$ cat src/rtl/sha256_pkg.sv
// Shared constants and state encoding for the SHA-256 message padder.
package sha256_pkg;

  localparam int         SHA256_WORD_W  = 32;
  localparam int         SHA256_BLOCK_W = 512;
  localparam logic [7:0] SHA256_PAD_BYTE = 8'h80;

  typedef enum logic [1:0] {
    PAD_FILL,
    PAD_EMIT,
    PAD_EXTRA
  } pad_state_e;

endpackage

$ cat src/rtl/sha256_pad_word.sv
// Masks a big-endian word to its valid bytes and optionally places the 0x80 pad byte right after them.
module sha256_pad_word
  import sha256_pkg::*;
(
  input  logic [SHA256_WORD_W-1:0] data,
  input  logic [2:0]               nbytes,
  input  logic                     insert80,
  output logic [SHA256_WORD_W-1:0] word
);

  always_comb begin
    word = '0;
    for (int b = 0; b < 4; b++) begin
      if (3'(b) < nbytes)
        word[31-8*b -: 8] = data[31-8*b -: 8];
      else if (insert80 && (3'(b) == nbytes))
        word[31-8*b -: 8] = SHA256_PAD_BYTE;
    end
  end

endmodule

$ cat src/rtl/sha256_message_padder.sv
// Packs a 32-bit word stream into 512-bit blocks and appends SHA-256 padding and bit length.
module sha256_message_padder
  import sha256_pkg::*;
#(
  parameter int LEN_W = 64
) (
  input  logic                      clk,
  input  logic                      rst_n,
  input  logic                      in_valid,
  output logic                      in_ready,
  input  logic [SHA256_WORD_W-1:0]  in_data,
  input  logic [2:0]                in_nbytes,
  input  logic                      in_last,
  output logic                      block_valid,
  input  logic                      block_ready,
  output logic [SHA256_BLOCK_W-1:0] block_out,
  output logic                      block_last,
  output logic                      proto_err
);

  pad_state_e               state, state_nx;
  logic [3:0]               idx, idx_nx;
  logic [LEN_W-1:0]         len, len_nx, len_add, len_inc;
  logic [SHA256_WORD_W-1:0] words    [16];
  logic [SHA256_WORD_W-1:0] words_nx [16];
  logic                     block_last_nx;
  logic                     pend_extra, pend_extra_nx;
  logic                     pend_80, pend_80_nx;
  logic                     proto_err_nx;
  logic                     ready_en;
  logic                     accept, err;
  logic [2:0]               nb_eff;
  logic [SHA256_WORD_W-1:0] pad_w;
  logic [4:0]               p;
  logic [63:0]              len64_inc, len64_cur;

  function automatic logic [63:0] len_to_64(input logic [LEN_W-1:0] l);
    len_to_64 = '0;
    len_to_64[LEN_W-1:0] = l;
  endfunction

  assign in_ready    = ready_en && (state == PAD_FILL);
  assign block_valid = (state == PAD_EMIT);
  assign accept      = in_valid && in_ready;

  // Malformed byte counts are still consumed, as a full 4-byte word.
  assign err     = (in_nbytes > 3'd4) || (!in_last && (in_nbytes != 3'd4));
  assign nb_eff  = err ? 3'd4 : in_nbytes;
  assign len_add = {{(LEN_W-6){1'b0}}, nb_eff, 3'b000};
  assign len_inc = len + len_add;
  assign len64_inc = len_to_64(len_inc);
  assign len64_cur = len_to_64(len);
  // p: word index that receives the 0x80 byte (16 means it spills into an extra block).
  assign p = {1'b0, idx} + {4'd0, (nb_eff == 3'd4)};

  sha256_pad_word u_pad_word (
    .data     (in_data),
    .nbytes   (nb_eff),
    .insert80 (in_last && (nb_eff != 3'd4)),
    .word     (pad_w)
  );

  always_comb begin
    state_nx      = state;
    idx_nx        = idx;
    len_nx        = len;
    words_nx      = words;
    block_last_nx = block_last;
    pend_extra_nx = pend_extra;
    pend_80_nx    = pend_80;
    proto_err_nx  = 1'b0;
    case (state)
      PAD_FILL: begin
        if (accept) begin
          proto_err_nx = err;
          len_nx       = len_inc;
          idx_nx       = idx + 4'd1;
          for (int j = 0; j < 16; j++)
            if (4'(j) == idx) words_nx[j] = pad_w;
          if (in_last) begin
            for (int j = 0; j < 16; j++) begin
              if ((5'(j) == p) && (nb_eff == 3'd4))
                words_nx[j] = {SHA256_PAD_BYTE, 24'h0};
              else if (5'(j) > p)
                words_nx[j] = '0;
            end
            if (p <= 5'd13) begin
              words_nx[14]  = len64_inc[63:32];
              words_nx[15]  = len64_inc[31:0];
              block_last_nx = 1'b1;
              pend_extra_nx = 1'b0;
              pend_80_nx    = 1'b0;
            end else begin
              block_last_nx = 1'b0;
              pend_extra_nx = 1'b1;
              pend_80_nx    = (p == 5'd16);
            end
            state_nx = PAD_EMIT;
          end else if (idx == 4'd15) begin
            block_last_nx = 1'b0;
            pend_extra_nx = 1'b0;
            state_nx      = PAD_EMIT;
          end
        end
      end
      PAD_EMIT: begin
        if (block_ready) begin
          if (pend_extra) begin
            state_nx = PAD_EXTRA;
          end else begin
            state_nx      = PAD_FILL;
            idx_nx        = 4'd0;
            block_last_nx = 1'b0;
            if (block_last) len_nx = '0;
          end
        end
      end
      PAD_EXTRA: begin
        words_nx[0] = pend_80 ? {SHA256_PAD_BYTE, 24'h0} : '0;
        for (int j = 1; j < 14; j++) words_nx[j] = '0;
        words_nx[14]  = len64_cur[63:32];
        words_nx[15]  = len64_cur[31:0];
        block_last_nx = 1'b1;
        pend_extra_nx = 1'b0;
        pend_80_nx    = 1'b0;
        state_nx      = PAD_EMIT;
      end
      default: state_nx = PAD_FILL;
    endcase
  end

  always_ff @(posedge clk or negedge rst_n) begin
    if (!rst_n) begin
      state      <= PAD_FILL;
      idx        <= '0;
      len        <= '0;
      block_last <= 1'b0;
      pend_extra <= 1'b0;
      pend_80    <= 1'b0;
      proto_err  <= 1'b0;
      ready_en   <= 1'b0;
      for (int j = 0; j < 16; j++) words[j] <= '0;
    end else begin
      state      <= state_nx;
      idx        <= idx_nx;
      len        <= len_nx;
      block_last <= block_last_nx;
      pend_extra <= pend_extra_nx;
      pend_80    <= pend_80_nx;
      proto_err  <= proto_err_nx;
      ready_en   <= 1'b1;
      words      <= words_nx;
    end
  end

  always_comb begin
    block_out = '0;
    for (int j = 0; j < 16; j++) block_out[511-32*j -: 32] = words[j];
  end

endmodule
$ cat config.mk
export PLATFORM = sky130hd
export DESIGN_NAME = sha256_message_padder
export DESIGN_NICKNAME = d
export VERILOG_FILES = /design/src/rtl/sha256_pkg.sv /design/src/rtl/sha256_pad_word.sv /design/src/rtl/sha256_message_padder.sv
export SDC_FILE = /design/constraint.sdc
export NUM_CORES = 1
export LEC_CHECK = 0
export ABC_AREA = 1
export ABC_CLOCK_PERIOD_IN_PS = 2690
export CAP_MARGIN = 40
export CORE_ASPECT_RATIO = 1.2
export CORE_MARGIN = 2
export CORE_UTILIZATION = 52
export CTS_CLUSTER_SIZE = 10
export DETAILED_ROUTE_END_ITERATION = 8
export MAX_ROUTING_LAYER = met4
export PLACE_DENSITY = 0.82
export RECOVER_POWER = 50
export SETUP_SLACK_MARGIN = 0.05
export SYNTH_ARGS = -nofsm -noshare
export SYNTH_HDL_FRONTEND = slang
export SYNTH_SLANG_ARGS = --single-unit
$ cat constraint.sdc
create_clock -name clk -period 2.69 [get_ports clk]
set_input_delay 0.538 -clock clk [delete_from_list [all_inputs] [get_ports clk]]
set_output_delay 0.538 -clock clk [all_outputs]
set_load 0.01 [all_outputs]
# Word-level counts from Yosys, hierarchy flattened
# Index checks and enable logic that the tools add are counted.
# totals
register_bits	587
input_bits	40
output_inout_bits	516
wordCells	229
# classes
reduce_logical	40
n_addsub	3
eq_ne	46
magnitude_cmp	22
muxes	94
# ops
operator	n
2-to-1 mux 32 bit	49
2-to-1 mux 512 bit	2
one-hot mux 512 bit (2 select lines)	1
2-to-1 mux 64 bit	5
one-hot mux 64 bit (2 select lines)	1
adder 64 x 6 -> 64 bit	1
2-to-1 mux 8 bit	8
equality test 4 x 5 -> 1 bit, first input constant	8
greater-than comparator 4 x 5 -> 1 bit, first input constant	8
equality test 4 bit, first input constant	8
logical AND 1 bit	24
equality test 3 x 5 -> 1 bit, first input constant	4
greater-than comparator 3 x 5 -> 1 bit, first input constant	4
equality test 3 x 4 -> 1 bit, first input constant	4
2-to-1 mux 1 bit	14
2-to-1 mux 4 bit	3
equality test 2 x 5 -> 1 bit, first input constant	2
greater-than comparator 1 x 5 -> 1 bit, first input constant	2
greater-than comparator 2 x 5 -> 1 bit, first input constant	2
2-to-1 mux 2 bit	5
AND reduction 5 bit	2
AND reduction 3 bit	3
equality test 2 x 4 -> 1 bit, first input constant	2
one-hot mux 4 bit (2 select lines)	1
33 further kinds	42

# Longest topological paths before layout
# logic_depth
ltp_word	16
mapped_depth	19
ltp_nobuf	19

# Cells and area by module
# From an unflattened synthesis, not the netlist that was laid out.
# hier_totals
hier_cells	3914
hier_area_um2	29681.0
# by_module_without_submodules
mod	cells_per_inst	area_per_inst_um2	seq_area_each_um2	instances
sha256_message_padder	3838	29359.4	14614.0	1
sha256_pad_word	76	321.6	0.0	1

# Worst setup path after synthesis
# No wires, ideal clock.
# synth_timing
path_type	input port to flip-flop
start	in in_last
end	reg words (netlist bit block_out[4])
setup_ps	120
cell_stages	19
arrival_time_ps	2576
required_ps	2570
n_path_buf	3
slack_ps	-6
cell_sequence	buf_4 -> nand2_2 -> buf_2 -> ha_1 -> ha_1 -> inv_1 -> nand2_1 -> nand2_2 -> inv_2 -> nand2_1 -> o21ai_1 -> inv_1 -> nand2_1 -> inv_2 -> buf_2 -> nand2_1 -> nand2_1 -> o21ai_1 -> nand2_1
# synth_via
elab_chain_len	13
# synth_lines
element	line_no	text
start, declared	sha256_message_padder.sv:13	input logic in_last,
zero test 1 bit	sha256_message_padder.sv:47	assign err = (in_nbytes > 3'd4) || (!in_last && (in_nbytes != 3'd4));
logical AND 1 bit	sha256_message_padder.sv:47	
logical OR 1 bit	sha256_message_padder.sv:47	
2-to-1 mux 3 bit	sha256_message_padder.sv:48	assign nb_eff = err ? 3'd4 : in_nbytes;
equality test 3 bit or < comparator 2 x 3 -> 1 bit (tied branches)	sha256_message_padder.sv:54, sha256_message_padder.sv:82, sha256_pad_word.sv:14	
adder 4 x 1 -> 5 bit or 2-to-1 mux 8 bit (tied branches)	sha256_message_padder.sv:54, sha256_pad_word.sv:14	
greater-than comparator 4 x 5 -> 1 bit, or another cell as far along	sha256_message_padder.sv:84	else if (5'(j) > p)
2-to-1 mux 32 bit or logical AND 1 bit (tied branches)	sha256_message_padder.sv:84, sha256_message_padder.sv:82	
2-to-1 mux 32 bit	sha256_message_padder.sv:82	if ((5'(j) == p) && (nb_eff == 3'd4))
2-to-1 mux 64 bit	sha256_message_padder.sv:87	if (p <= 5'd13) begin
2-to-1 mux 512 bit (*)	sha256_message_padder.sv:80	if (in_last) begin
2-to-1 mux 512 bit (*)	sha256_message_padder.sv:74	if (accept) begin
one-hot mux 512 bit (2 select lines) (*)	sha256_message_padder.sv:72	case (state)
end signal, assigned	sha256_message_padder.sv:152	words <= words_nx;
end, declared	sha256_message_padder.sv:24	logic [SHA256_WORD_W-1:0] words [16];
# Every way passes the cells marked *; elsewhere a longest branch is shown, timed or not. The select of a mux whose other input is x is not followed.
# A chain may end at the register's enable or synchronous reset.

# Worst setup path in the final report
# layout_timing
start	reg state[1]
end	out block_valid
# layout_via
elab_chain_len	1
# layout_lines
element	line_no	text
start, declared	sha256_message_padder.sv:21	pad_state_e state, state_nx;
start signal, assigned	sha256_message_padder.sv:144	state <= state_nx;
equality test 2 x 1 -> 1 bit	sha256_message_padder.sv:43	assign block_valid = (state == PAD_EMIT);
end, declared	sha256_message_padder.sv:14	output logic block_valid,
# Every way passes these cells.

==> metrics.txt <==
outcome complete, no violations; sequential share of power 35.0%; worst slew pin tran 1.32 ns; Reg clk slew, reported paths 0.06 ns; Seq/Total Area, Yosys 52.3%; core area 53,400 um2; WL final 121,000 um; Comb pwr share 38.2%; most common cell after layout, fill and taps aside nand2_1; compound-cell area share of the yosys netlist 18.0%; RSZ-0062 raised after global routing false; simple-gate share of the synthesized area 21.6%; GRT met3 Usage 8.72%; r2r setup slk 0.18 ns; Tcrit/Tclk final 96.3%; wire per inst 24.3 um; worst hold stages 3; die width 216 um; Final Critical Period 2.59 ns; Setup TNS Final 0 ns; worst skew pair latency 0.64 ns; DRC Markers 0; WS Path Type reg2out; # IOs 556; CTS tree built; antenna viol nets, final 0; syn_area_per_cell 7.86 um2; crit path max fanout 6; vias in the first global route 28,300; total gr overflow 0; Most Crowded Layer GR met2; ys async rst share 100%; YS warnings 0; Die Y 258 um; first-pass GRT wire length 176,000 um; Fin. Hold Viols 0; adder-cell area share of the yosys netlist 0.627%; number of synthesized register bits 584; met1 Usage GRT 50.4%; vias post-DR 30,000; Min-Delay Endpoint proto_err$_DFF_PN0_; r2r startpoint idx[0]$_DFFE_PN0P_; fill count 3,981; FP Rows 93; layout cells sized above 1 10.7%; Fmax 386 MHz; initial drt markers 3,655; startpoint types flip-flop; Final #Nets 4,305; most frequent cells in the layout nand2_1, o21ai_0, dfrtp_1; Slew Viols, Final 0; Post-synth EDFFs 0; Initial Util 52.3%; Setup Viol. Count Final 0; Final Non-Filler Cells 4,984; Max transition margin 11.9%; Clock Tree Root clkbuf_16; clk_skew 0.0210 ns; largest net degree at the start of global routing 156; gr usage total 43.5%; placed cells 4,873; mux cell area share after synthesis 0.0716%; CP required 2.15 ns; Port Buffer Count 555; top-area cell type share of the netlist area 52.3%; Bufs on Longest Clock Path 3; Worst Path Arrival 2.05 ns; Synth Flop Type dfrtp_1; Power per Cell Area 823 nW/um2; post-synth net total 3,610; Area Overhead vs Synth 37.9%; VDD IR max 0.819 mV; vias per cell 6.03; max cap viols 0; R2R depth 10; hpwl dp 85,100 um; initial antenna violation count 6; largest family of logic cells by synthesized area simple AND/OR/NAND/NOR gates; Mapped Area 27,900 um2; Worst Hold Launch in_nbytes[2]; Sw Ratio 38.4%; routability cong. 1.07; total leakage power 17.6 nW; met2 GRT Util 66.3%; Clk pwr share 26.8%; class of the worst hold path in2reg; Pre-Repair DR Iteration Count 9; Num CTS Buffers 69; worst flop-to-flop path endpoint block_out[352]$_DFFE_PN0P_; xor/xnor cell area share of the yosys netlist 1.10%; internal power 19.5 mW; switching power 12.2 mW; Area contributors post-synth dfrtp_1, nand2_1, o21ai_0, inv_1, a21oi_1; H-Tree Depth 3; Cells after Synth 3,556; CTS sink cnt 584; post-synth top area cell dfrtp_1; crit end category output pin; Synth cell types 46; die area 55,600 um2
==> registers in the layout, indices dropped and copies added, names as in the netlist <==
signal and flops:
len 61, block_out 512, block_last 1, proto_err 1, idx 4, state 2, ready_en 1, pend_extra 1
pend_80 1
==> logic make-up after synthesis <==
| logic type | count (synthesis) |
|---|---|
| compound gates | 977 |
| xor+xnor | 35 |
| fa+ha+maj | 14 |
| buf+inv | 435 |
| flops | 584 |
| mux | 2 |
| other cells | 1 |
| simple gates | 1508 |
==> power by group through the flow <==
stage          Sequential [mW]  Clock [mW]  Combinational [mW]
2_1_floorplan             11.5           0                5.15
3_3_place_gp              11.2           0                11.5
3_5_place_dp              11.2           0                11.7
4_1_cts                   11.1        8.50                11.8
5_1_grt                   11.2        8.86                12.8
6_report                  11.1        8.48                12.1
==> worst max-delay path, cell delays in order (launching register included) <==
cell and delay, ns:
dfrtp_1 0.40, inv_1 0.10, ha_1 0.30, clkdlybuf4s50_1 0.63
==> worst max path at each step <==
stage	from	to	slack (ns)
floorplan	in_last	block_out[4]$_DFFE_PN0P_	0.05
global placement	in_nbytes[2]	block_out[3]$_DFFE_PN0P_	-0.47
detailed placement	in_nbytes[2]	block_out[440]$_DFFE_PN0P_	-0.53
CTS	state[0]$_DFFE_PN0P_	in_ready	0.06
global route	idx[0]$_DFFE_PN0P_	block_out[237]$_DFFE_PN0P_	0.04
finish	state[1]$_DFFE_PN0P_	block_valid	0.10
==> layer usage <==
| metal | vias up | wire length, um |
|---|---|---|
| met3 | 627 | 12000 |
| met1 | 14200 | 41600 |
| met2 | 2149 | 55600 |
| li1 | 13100 | - |
| met5 | - | 0 |
| met4 | 0 | 12100 |
==> area by class of cell <==
type	instances	area (um2)	share of cell area, %
Sequential cell	584	14600	37.9
Multi-Input combinational cell	2537	11800	30.6
Timing Repair Buffer	852	8500	22.1
Clock buffer	77	1810	4.69
Tap cell	712	891	2.31
Inverter	207	785	2.04
Clock inverter	8	110	0.286
Antenna cell	7	17.5	0.0455
==> per-stage QoR <==
step | hold slack (ns) | worst slack [ns] | util (%) | total power [mW] | cell area (um2)
after global routing | 0.471 | 0.0413 | 72.1 | 32.9 | 38500
after CTS | 0.422 | 0.0580 | 71.6 | 31.3 | 38300
final | 0.473 | 0.101 | 72.1 | 31.7 | 38500
after floorplan | 0.242 | 0.0499 | - | 16.6 | 27900
after detailed placement | 0.462 | -0.534 | 68.0 | 22.9 | 36300
after global placement | 0.463 | -0.466 | 68.0 | 22.6 | 36300
==> synthesized netlist by cell type, types with 6 or more instances <==
master,number
o21ai_1,49
nand3_1,89
ha_1,14
dfrtp_1,584
nand4_1,36
o22ai_1,46
o211ai_1,8
buf_2,63
nand2_2,7
clkbuf_1,153
nor3_1,21
nand2_1,1195
xor2_1,35
nor2_1,124
or2_2,11
inv_2,10
buf_4,9
inv_1,195
o21ai_0,717
a21oi_1,133
nor2_2,10
a31oi_1,8
nand3b_1,6
==> timing repair <==
item,CTS,global route
resized for setup,0,36
setup endpoints to repair,0,355
hold buffers,1,0
endpoints found under the hold margin,37,0
setup buffers,0,10
Power figures use the tool's default switching activity.
